$ cat config.mk
export PLATFORM = sky130hd
export DESIGN_NAME = conv_engine
export DESIGN_NICKNAME = d
export VERILOG_FILES = /design/src/rtl/conv_engine.sv
export SDC_FILE = /design/constraint.sdc
export NUM_CORES = 1
export LEC_CHECK = 0
export ABC_AREA = 0
export ABC_CLOCK_PERIOD_IN_PS = 15960
export BUFFER_PORTS_ARGS = -buffer_cell sky130_fd_sc_hd__buf_2
export CAP_MARGIN = 20
export CORE_MARGIN = 2
export CORE_UTILIZATION = 65
export CTS_BUF_LIST = sky130_fd_sc_hd__clkbuf_2 sky130_fd_sc_hd__clkbuf_4 sky130_fd_sc_hd__clkbuf_8
export DETAILED_ROUTE_END_ITERATION = 10
export MAX_ROUTING_LAYER = met4
export PLACE_DENSITY_LB_ADDON = 0.15
export SYNTH_ARGS = -nofsm -noshare
export SYNTH_HDL_FRONTEND = slang
export SYNTH_SLANG_ARGS = --single-unit
$ cat constraint.sdc
create_clock -name clk -period 15.96 [get_ports clk]
set_input_delay 0.798 -clock clk [delete_from_list [all_inputs] [get_ports clk]]
set_output_delay 0.798 -clock clk [all_outputs]
set_load 0.02 [all_outputs]
$ cat src/rtl/conv_engine.sv
// Streaming KxK convolution over a band of K-row pixel columns: windowed MAC against an
// external kernel ROM, ReLU or signed saturation, optional 2:1 horizontal max-pool.
//
// state | meaning
// IDLE  | waiting for start, configuration latched on start
// FILL  | accepting columns into the K-column window
// MAC   | K*K multiply-accumulate cycles, one kernel tap per cycle
// WRITE | presenting a result until out_ready
// DONE  | one-cycle completion pulse
module conv_engine #(
   parameter int BIT_DEPTH = 8,
   parameter int KSIZE     = 3,
   parameter int IMG_WIDTH = 28,
   parameter int ADDR_W    = 5,
   localparam int KK = KSIZE * KSIZE,
   localparam int TW = (KK > 1) ? $clog2(KK) : 1
) (
   input  logic                       clk,
   input  logic                       rst,
   input  logic                       start,
   input  logic [1:0]                 stride,
   input  logic                       pool_en,
   input  logic                       relu_en,
   input  logic [ADDR_W-1:0]          in_dest_addr,
   input  logic [KSIZE*BIT_DEPTH-1:0] in_col,
   input  logic                       in_valid,
   output logic                       in_ready,
   output logic [TW-1:0]              kernel_addr,
   input  logic [BIT_DEPTH-1:0]       kernel_in,
   output logic [BIT_DEPTH-1:0]       out_data,
   output logic [ADDR_W-1:0]          out_addr,
   output logic                       out_valid,
   input  logic                       out_ready,
   output logic                       busy,
   output logic                       done
);

   localparam int ACC_W = 2 * BIT_DEPTH + $clog2(KK) + 1;
   localparam int RW    = (KSIZE > 1) ? $clog2(KSIZE) : 1;
   localparam int FW    = $clog2(KSIZE + 1);
   localparam int WW    = $clog2(IMG_WIDTH + 2);
   localparam int N1    = IMG_WIDTH - KSIZE + 1;
   localparam int N2    = (IMG_WIDTH - KSIZE) / 2 + 1;
   localparam logic signed [ACC_W-1:0] UMAX = ACC_W'((1 << BIT_DEPTH) - 1);
   localparam logic signed [ACC_W-1:0] SMAX = ACC_W'((1 << (BIT_DEPTH - 1)) - 1);
   localparam logic signed [ACC_W-1:0] SMIN = ~SMAX;

   typedef enum logic [2:0] {S_IDLE, S_FILL, S_MAC, S_WRITE, S_DONE} state_t;

   state_t                     state, state_nxt;
   logic [KSIZE*BIT_DEPTH-1:0] win_col [KSIZE];
   logic signed [ACC_W-1:0]    acc;
   logic [RW-1:0]              tap_r, tap_c;
   logic [FW-1:0]              fill_cnt, need_m1;
   logic [WW-1:0]              win_idx, n_win;
   logic                       s2_q, pool_q, relu_q;
   logic [BIT_DEPTH-1:0]       held, res, pooled, pix;
   logic signed [ACC_W-1:0]    pix_ext, wt_ext, sum;
   logic                       fill_last, last_tap, emit, last_win, band_end;

   assign pix     = win_col[tap_c][tap_r*BIT_DEPTH +: BIT_DEPTH];
   assign pix_ext = signed'(ACC_W'(pix));
   assign wt_ext  = ACC_W'(signed'(kernel_in));
   assign sum     = acc + pix_ext * wt_ext;

   assign n_win     = s2_q ? WW'(N2) : WW'(N1);
   assign need_m1   = (win_idx == '0) ? FW'(KSIZE - 1) : (s2_q ? FW'(1) : FW'(0));
   assign fill_last = (fill_cnt == need_m1);
   assign last_tap  = (kernel_addr == TW'(KK - 1));
   assign emit      = !pool_q || win_idx[0];
   assign last_win  = ((win_idx + WW'(1)) == n_win);
   assign band_end  = (win_idx == n_win);

   assign in_ready  = (state == S_FILL);
   assign out_valid = (state == S_WRITE);
   assign busy      = (state != S_IDLE);
   assign done      = (state == S_DONE);

   always_comb begin
      res = sum[BIT_DEPTH-1:0];
      if (relu_q) begin
         if (sum < 0)         res = '0;
         else if (sum > UMAX) res = '1;
      end else begin
         if (sum > SMAX)      res = SMAX[BIT_DEPTH-1:0];
         else if (sum < SMIN) res = SMIN[BIT_DEPTH-1:0];
      end
   end

   // pooling compares in the output encoding: unsigned after ReLU, signed otherwise
   always_comb begin
      pooled = held;
      if (relu_q) begin
         if (res > held) pooled = res;
      end else begin
         if ($signed(res) > $signed(held)) pooled = res;
      end
   end

   always_comb begin
      state_nxt = state;
      case (state)
         S_IDLE:  if (start) state_nxt = S_FILL;
         S_FILL:  if (in_valid && fill_last) state_nxt = S_MAC;
         S_MAC: begin
            if (last_tap) begin
               if (emit)          state_nxt = S_WRITE;
               else if (last_win) state_nxt = S_DONE;
               else               state_nxt = S_FILL;
            end
         end
         S_WRITE: if (out_ready) state_nxt = band_end ? S_DONE : S_FILL;
         S_DONE:  state_nxt = S_IDLE;
         default: state_nxt = S_IDLE;
      endcase
   end

   always_ff @(posedge clk or negedge rst) begin
      if (!rst) begin
         state       <= S_IDLE;
         acc         <= '0;
         tap_r       <= '0;
         tap_c       <= '0;
         kernel_addr <= '0;
         fill_cnt    <= '0;
         win_idx     <= '0;
         s2_q        <= 1'b0;
         pool_q      <= 1'b0;
         relu_q      <= 1'b0;
         held        <= '0;
         out_data    <= '0;
         out_addr    <= '0;
         for (int i = 0; i < KSIZE; i++) win_col[i] <= '0;
      end else begin
         state <= state_nxt;
         case (state)
            S_IDLE: begin
               if (start) begin
                  s2_q     <= (stride == 2'd2);
                  pool_q   <= pool_en;
                  relu_q   <= relu_en;
                  out_addr <= in_dest_addr;
                  win_idx  <= '0;
                  fill_cnt <= '0;
               end
            end
            S_FILL: begin
               if (in_valid) begin
                  for (int i = 0; i < KSIZE - 1; i++) win_col[i] <= win_col[i+1];
                  win_col[KSIZE-1] <= in_col;
                  if (fill_last) begin
                     fill_cnt    <= '0;
                     acc         <= '0;
                     kernel_addr <= '0;
                     tap_r       <= '0;
                     tap_c       <= '0;
                  end else begin
                     fill_cnt <= fill_cnt + FW'(1);
                  end
               end
            end
            S_MAC: begin
               if (last_tap) begin
                  acc         <= '0;
                  kernel_addr <= '0;
                  tap_r       <= '0;
                  tap_c       <= '0;
                  win_idx     <= win_idx + WW'(1);
                  if (pool_q && !win_idx[0]) held <= res;
                  if (emit) out_data <= pool_q ? pooled : res;
               end else begin
                  acc         <= sum;
                  kernel_addr <= kernel_addr + TW'(1);
                  if (tap_c == RW'(KSIZE - 1)) begin
                     tap_c <= '0;
                     tap_r <= tap_r + RW'(1);
                  end else begin
                     tap_c <= tap_c + RW'(1);
                  end
               end
            end
            S_WRITE: if (out_ready) out_addr <= out_addr + ADDR_W'(1);
            default: ;
         endcase
      end
   end

endmodule

-- Word level (Yosys, flattened, before mapping)
Index checks and enable logic that the tools add are counted.
- flip-flop bits (word level): 135
- latch bits: 0
- memory bits (writable): 0
- bits in read-only memories: 0
- input port bits: 46
- output and inout bits: 21
- word-level logic and storage cells: 121
- memories: 0
- add/sub/neg operators: 7
- multipliers: 1
- divide/modulo/power cells: 0
- magnitude comparators: 7
- eq/ne operators: 17
- shift operators: 1
- multiplexer cells: 49
- bitwise operators: 1
- reductions and logical operators: 22
- operators by type and width (operator ; number):
    two-way mux 8 bit ; 9
    two-way mux 21 bit ; 3
    binary-select mux 24 bit (select 2 bit) ; 1
    two-way mux 24 bit ; 2
    case mux 21 bit (2 select lines) ; 1
    two-way mux 5 bit ; 5
    variable part select 24 x 6 -> 8 bit ; 1
    adder 21 x 17 -> 21 bit ; 1
    > comparator 21 x 8 -> 1 bit, second input constant ; 1
    > comparator 21 x 9 -> 1 bit, second input constant ; 1
    < comparator 21 x 1 -> 1 bit, second input constant ; 1
    < comparator 21 x 8 -> 1 bit, second input constant ; 1
    two-way mux 3 bit ; 7
    two-way mux 2 bit ; 10
    case mux 5 bit (2 select lines) ; 2
    AND reduction 3 bit ; 6
    multiplier 9 x 8 -> 17 bit ; 1
    > comparator 8 bit ; 2
    two-way mux 4 bit ; 3
    case mux 2 bit (2 select lines) ; 3
    case mux 3 bit (4 select lines) ; 1
    adder 5 x 1 -> 5 bit, second input constant ; 2
    == test 5 bit ; 2
    case mux 4 bit (2 select lines) ; 1
    other kinds (23) ; 38

-- Longest topological paths before layout
- word-level depth: 15
- gate-level depth with buffers: 39
- depth with buffers taken out: 36

-- Worst setup path before layout
OpenSTA, ideal clock, no wires.
- path type: register -> register
- start point: register tap_c[0]
- end point: register out_data[7]
- library setup time: 0.126 ns
- arrival time: 9.020 ns
- data required time: 15.834 ns
- slack: 6.814 ns
- stages on the path, launching flop included: 35
- path buffers: 4
- cells stage by stage: dfrtp_1 clkbuf_1 buf_1 mux2i_1 o211ai_1 o21ai_0 o22ai_1 or2_2 fa_1 fa_1 inv_1 fa_1 fa_1 fa_1 ha_1 buf_2 a21oi_1 nor2_1 nor4_4 nor4b_1 or4_1 and2_1 or4b_1 o31ai_1 buf_2 nand2_1 ha_1 nor2b_1 o21a_1 o21ai_0 a21oi_1 a211oi_1 a221o_1 a21oi_1 a221o_1
- longest elaborated chain between the ends: 15
- elaborated cells between the ends (all ways): 22
- ends and longest elaborated chain (element ; RTL line ; source):
    from (decl) ; 53 ; logic [RW-1:0] tap_r, tap_c;
    from (signal assigned) ; 178 ; tap_c <= tap_c + RW'(1);
    inverter 2 -> 3 bit (not written as such) * ; 61 ; assign pix = win_col[tap_c][tap_r*BIT_DEPTH +: BIT_DEPTH];
    binary-select mux 24 bit (select 2 bit) * ; 61 ;
    two-way mux 24 bit (not written as such) * (2 in series) ; 61 ;
    variable part select 24 x 6 -> 8 bit * ; 61 ;
    multiplier 9 x 8 -> 17 bit * ; 64 ; assign sum = acc + pix_ext * wt_ext;
    adder 21 x 17 -> 21 bit * ; 64 ;
    < comparator 21 x 8 -> 1 bit / > comparator 21 x 9 -> 1 bit (equally long branches) ; 86, 83 ;
    two-way mux 8 bit, on equally long branches ; 86, 83 ;
    two-way mux 8 bit, on equally long branches ; 85, 82 ;
    two-way mux 8 bit * ; 81 ; if (relu_q) begin
    named net res[1] ; 57 ; logic [BIT_DEPTH-1:0] held, res, pooled, pix;
    > comparator 8 bit, on equally long branches ; 96, 94 ;
    two-way mux 8 bit, on equally long branches ; 96, 94 ;
    two-way mux 8 bit * ; 93 ; if (relu_q) begin
    two-way mux 8 bit * ; 170 ; if (emit) out_data <= pool_q ? pooled : res;
    to (signal assigned) ; 170 ;
    to (decl) ; 30 ; output logic [BIT_DEPTH-1:0] out_data,
The timed path passes the listed nets; every way through them passes the cells marked *. The select of a mux whose other input is x is not followed.
A chain may end at the register's enable or synchronous reset.

-- Final worst setup path
- start point: register tap_c[1]
- end point: register out_data[2]
The elaborated chain is that of the path after synthesis.

==> out/qor.csv <==
metric;value;unit
global-route wire length before repair;38200;um
IO Port Bufs;66;
root buf cell;clkbuf_8;
Ports;67;
DRC violations left;0;
final setup TNS;0;ps
vias in the first global route;7741;
post-DP HPWL;15700;um
vias per cell;5.91;
crit path launch;tap_c[1];
Routed wire per std cell;16.1;um
worst path required time;16280;ps
deepest level of the CTS H-tree;4;
Post-synth EDFFs;0;
RSZ-0062 raised after global routing;false;
nets;1344;
Crit path depth;32;
CP most frequent cell;fa_1;
Worst Max-Slew Pin Slew;934;ps
worst-path fanout max;29;
FP Rows;44;
Highest Clock Rate;95.6;MHz
Initial Utilization;66.7;%
syn_area_per_cell;8.62;sq um
Final min period;10460;ps
#FFs+latches synth;135;
Max Cap Viol;0;
cell taking the most area after synthesis;dfrtp_1;
RR Startpoint;tap_c[1];
Iter 0 DRT Violations;745;
ys async rst share;100;%
initial antenna violation count;0;
Num CTS Buffers;17;
Pins Over Slew Limit;0;
Routed Antenna Nets;0;
GP Congestion;0.917;
Netlist cell types;60;
Net Count, Synth;1299;
HP Class;primary input to async pin;
max incr delay on CP;900;ps
Hold Fails Final Rpt;0;
Post-Syn Instances;1125;
Hold Buf Count CTS;0;
TritonCTS clock tree;yes;
slew margin rel.;37.5;%
cell depth of the worst flop-to-flop path;32;
number of fill cells;1168;
DIE HEIGHT;126;um
largest net degree at the start of global routing;76;
Period Utilization, post-route;65.5;%
# clock sinks;135;
DR vias;8077;
CTS Buffer Depth;2;
Startpoint Class;flip-flop;
critical setup path kind;flip-flop to flip-flop;
die area;0.0159;sq mm
status;finished, final reports clean;
CP arrival;10780;ps
share of cells above drive strength 1;10.1;%
drt pass-1 iters;5;
Layout Area Growth over Synthesis;8.71;%
final cell count without fillers;1367;
ant diodes;0;
post-cts gate resize count;0;
Placed Cells;1334;
DRT Wirelength;22100;um
Setup Viol. Count Final;0;
family with the most delay on the worst path;simple AND/OR/NAND/NOR gates;
FF-to-FF setup slack;5500;ps
Die W;126;um
most frequent cells in the layout;322 x nand2_1, 135 x dfrtp_1, 81 x inv_1, 77 x ha_1, 65 x buf_2;
sequential cell area fraction in the yosys report;34.8;%
commonest non-fill, non-tap cell in the layout;nand2_1;
clock skew;17.6;ps
Synth top area share;34.8;%
Main synth FF type;dfrtp_1;
area of the mapped netlist;0.00970;sq mm
Worst-path clk slew;90;ps
Critical Path Slowest Stage Cell;nor2b_2;
crit end category;flip-flop;
Core ar.;0.0145;sq mm
synthesis warning total;0;
GRT Residual Overflow;0;
end of the critical path;out_data[2];
Tot GR Track Use;30.6;%
Worst-Skew Late Latency;470;ps
top cells by area, synth;dfrtp_1 35%, nand2_1 13%, fa_1 11%;
Post CTS Setup Buffer Count;0;
buffers and inverters on the worst path;2;
RR Endpoint;out_data[2];
-- cells by family after synthesis --
group                    synth area share (%)
multiplexers                             2.70
buffers and inverters                    5.03
AO/OA/AOI/OAI                            12.9
flip-flops                               34.8
AND/OR/NAND/NOR                          22.3
XOR/XNOR                                 1.72
adder cells (fa/ha/maj)                  20.5
-- cell type report --
class / instances / area (sq um) / area share [%]
tap: 184 / 230 / 2.18
sequential: 135 / 3380 / 32.1
clock inverter: 13 / 135 / 1.28
multi-input combinational: 861 / 5840 / 55.4
inverter: 82 / 308 / 2.92
timing repair buffer: 73 / 389 / 3.69
clock buffer: 19 / 255 / 2.42
-- cell usage after synthesis (3+ instances only) --
cell / number
nand2_1: 323
dfrtp_1: 135
inv_1: 81
ha_1: 77
o21ai_0: 61
fa_1: 51
nor2_1: 45
and2_1: 43
clkbuf_1: 40
a21oi_1: 30
mux2i_1: 25
o22ai_1: 23
a31oi_1: 17
nand3_1: 17
xnor2_1: 13
a22o_1: 11
nor3_1: 11
o211ai_1: 9
and3_1: 8
o31ai_1: 7
nand2b_1: 6
nor2b_1: 6
o21a_1: 6
xor2_1: 6
nand4_1: 5
or2_2: 5
or3_1: 5
a211oi_1: 4
buf_1: 4
a2111oi_0: 3
buf_2: 3
nand3b_1: 3
nor4_1: 3
nor4b_1: 3
o21bai_1: 3
o221ai_1: 3
or4_1: 3
-- state kept, by name, indices dropped and copies added (netlist names), 2 cells and up --
| signal | flops |
|---|---|
| win_col | 72 |
| acc | 21 |
| held | 8 |
| out_data | 8 |
| out_addr | 5 |
| win_idx | 5 |
| kernel_addr | 4 |
| state | 3 |
| fill_cnt | 2 |
| tap_c | 2 |
| tap_r | 2 |
-- how the worst min path moves through the flow --
| stage | slack, ps | startpoint | endpoint | depth (start not counted) |
|---|---|---|---|---|
| after floorplan | 450 | win_col[48] | win_col[48] | 2 |
| after global routing | 410 | rst | out_data[7] | 1 |
| after global placement | 460 | win_col[55] | win_col[55] | 2 |
| after CTS | 370 | rst | out_data[7] | 1 |
| final | 370 | rst | out_data[7] | 1 |
| after detailed placement | 460 | win_col[56] | win_col[56] | 2 |
-- through the flow --
| stage | utilization (%) | hold slack, ps | instance area, sq um | setup slack [ps] |
|---|---|---|---|---|
| 2_1_floorplan | - | 445 | 9700 | 6810 |
| 3_3_place_gp | 69.8 | 456 | 10100 | 5830 |
| 3_5_place_dp | 69.8 | 462 | 10100 | 5640 |
| 4_1_cts | 72.5 | 373 | 10500 | 5560 |
| 5_1_grt | 72.5 | 405 | 10500 | 4660 |
| 6_report | 72.5 | 366 | 10500 | 5500 |
-- per-layer routing --
| layer | up-vias | GRT usage, % | wire [um] |
|---|---|---|---|
| li1 | 3861 | - | - |
| met4 | 0 | 8.21 | 316 |
| met3 | 29 | 5.14 | 1290 |
| met2 | 264 | 44.7 | 10200 |
| met5 | - | - | 0 |
| met1 | 3923 | 44.7 | 10200 |
Power is not shown: default switching activity piles up to over one toggle a cycle in this logic, so the estimate is an artifact.
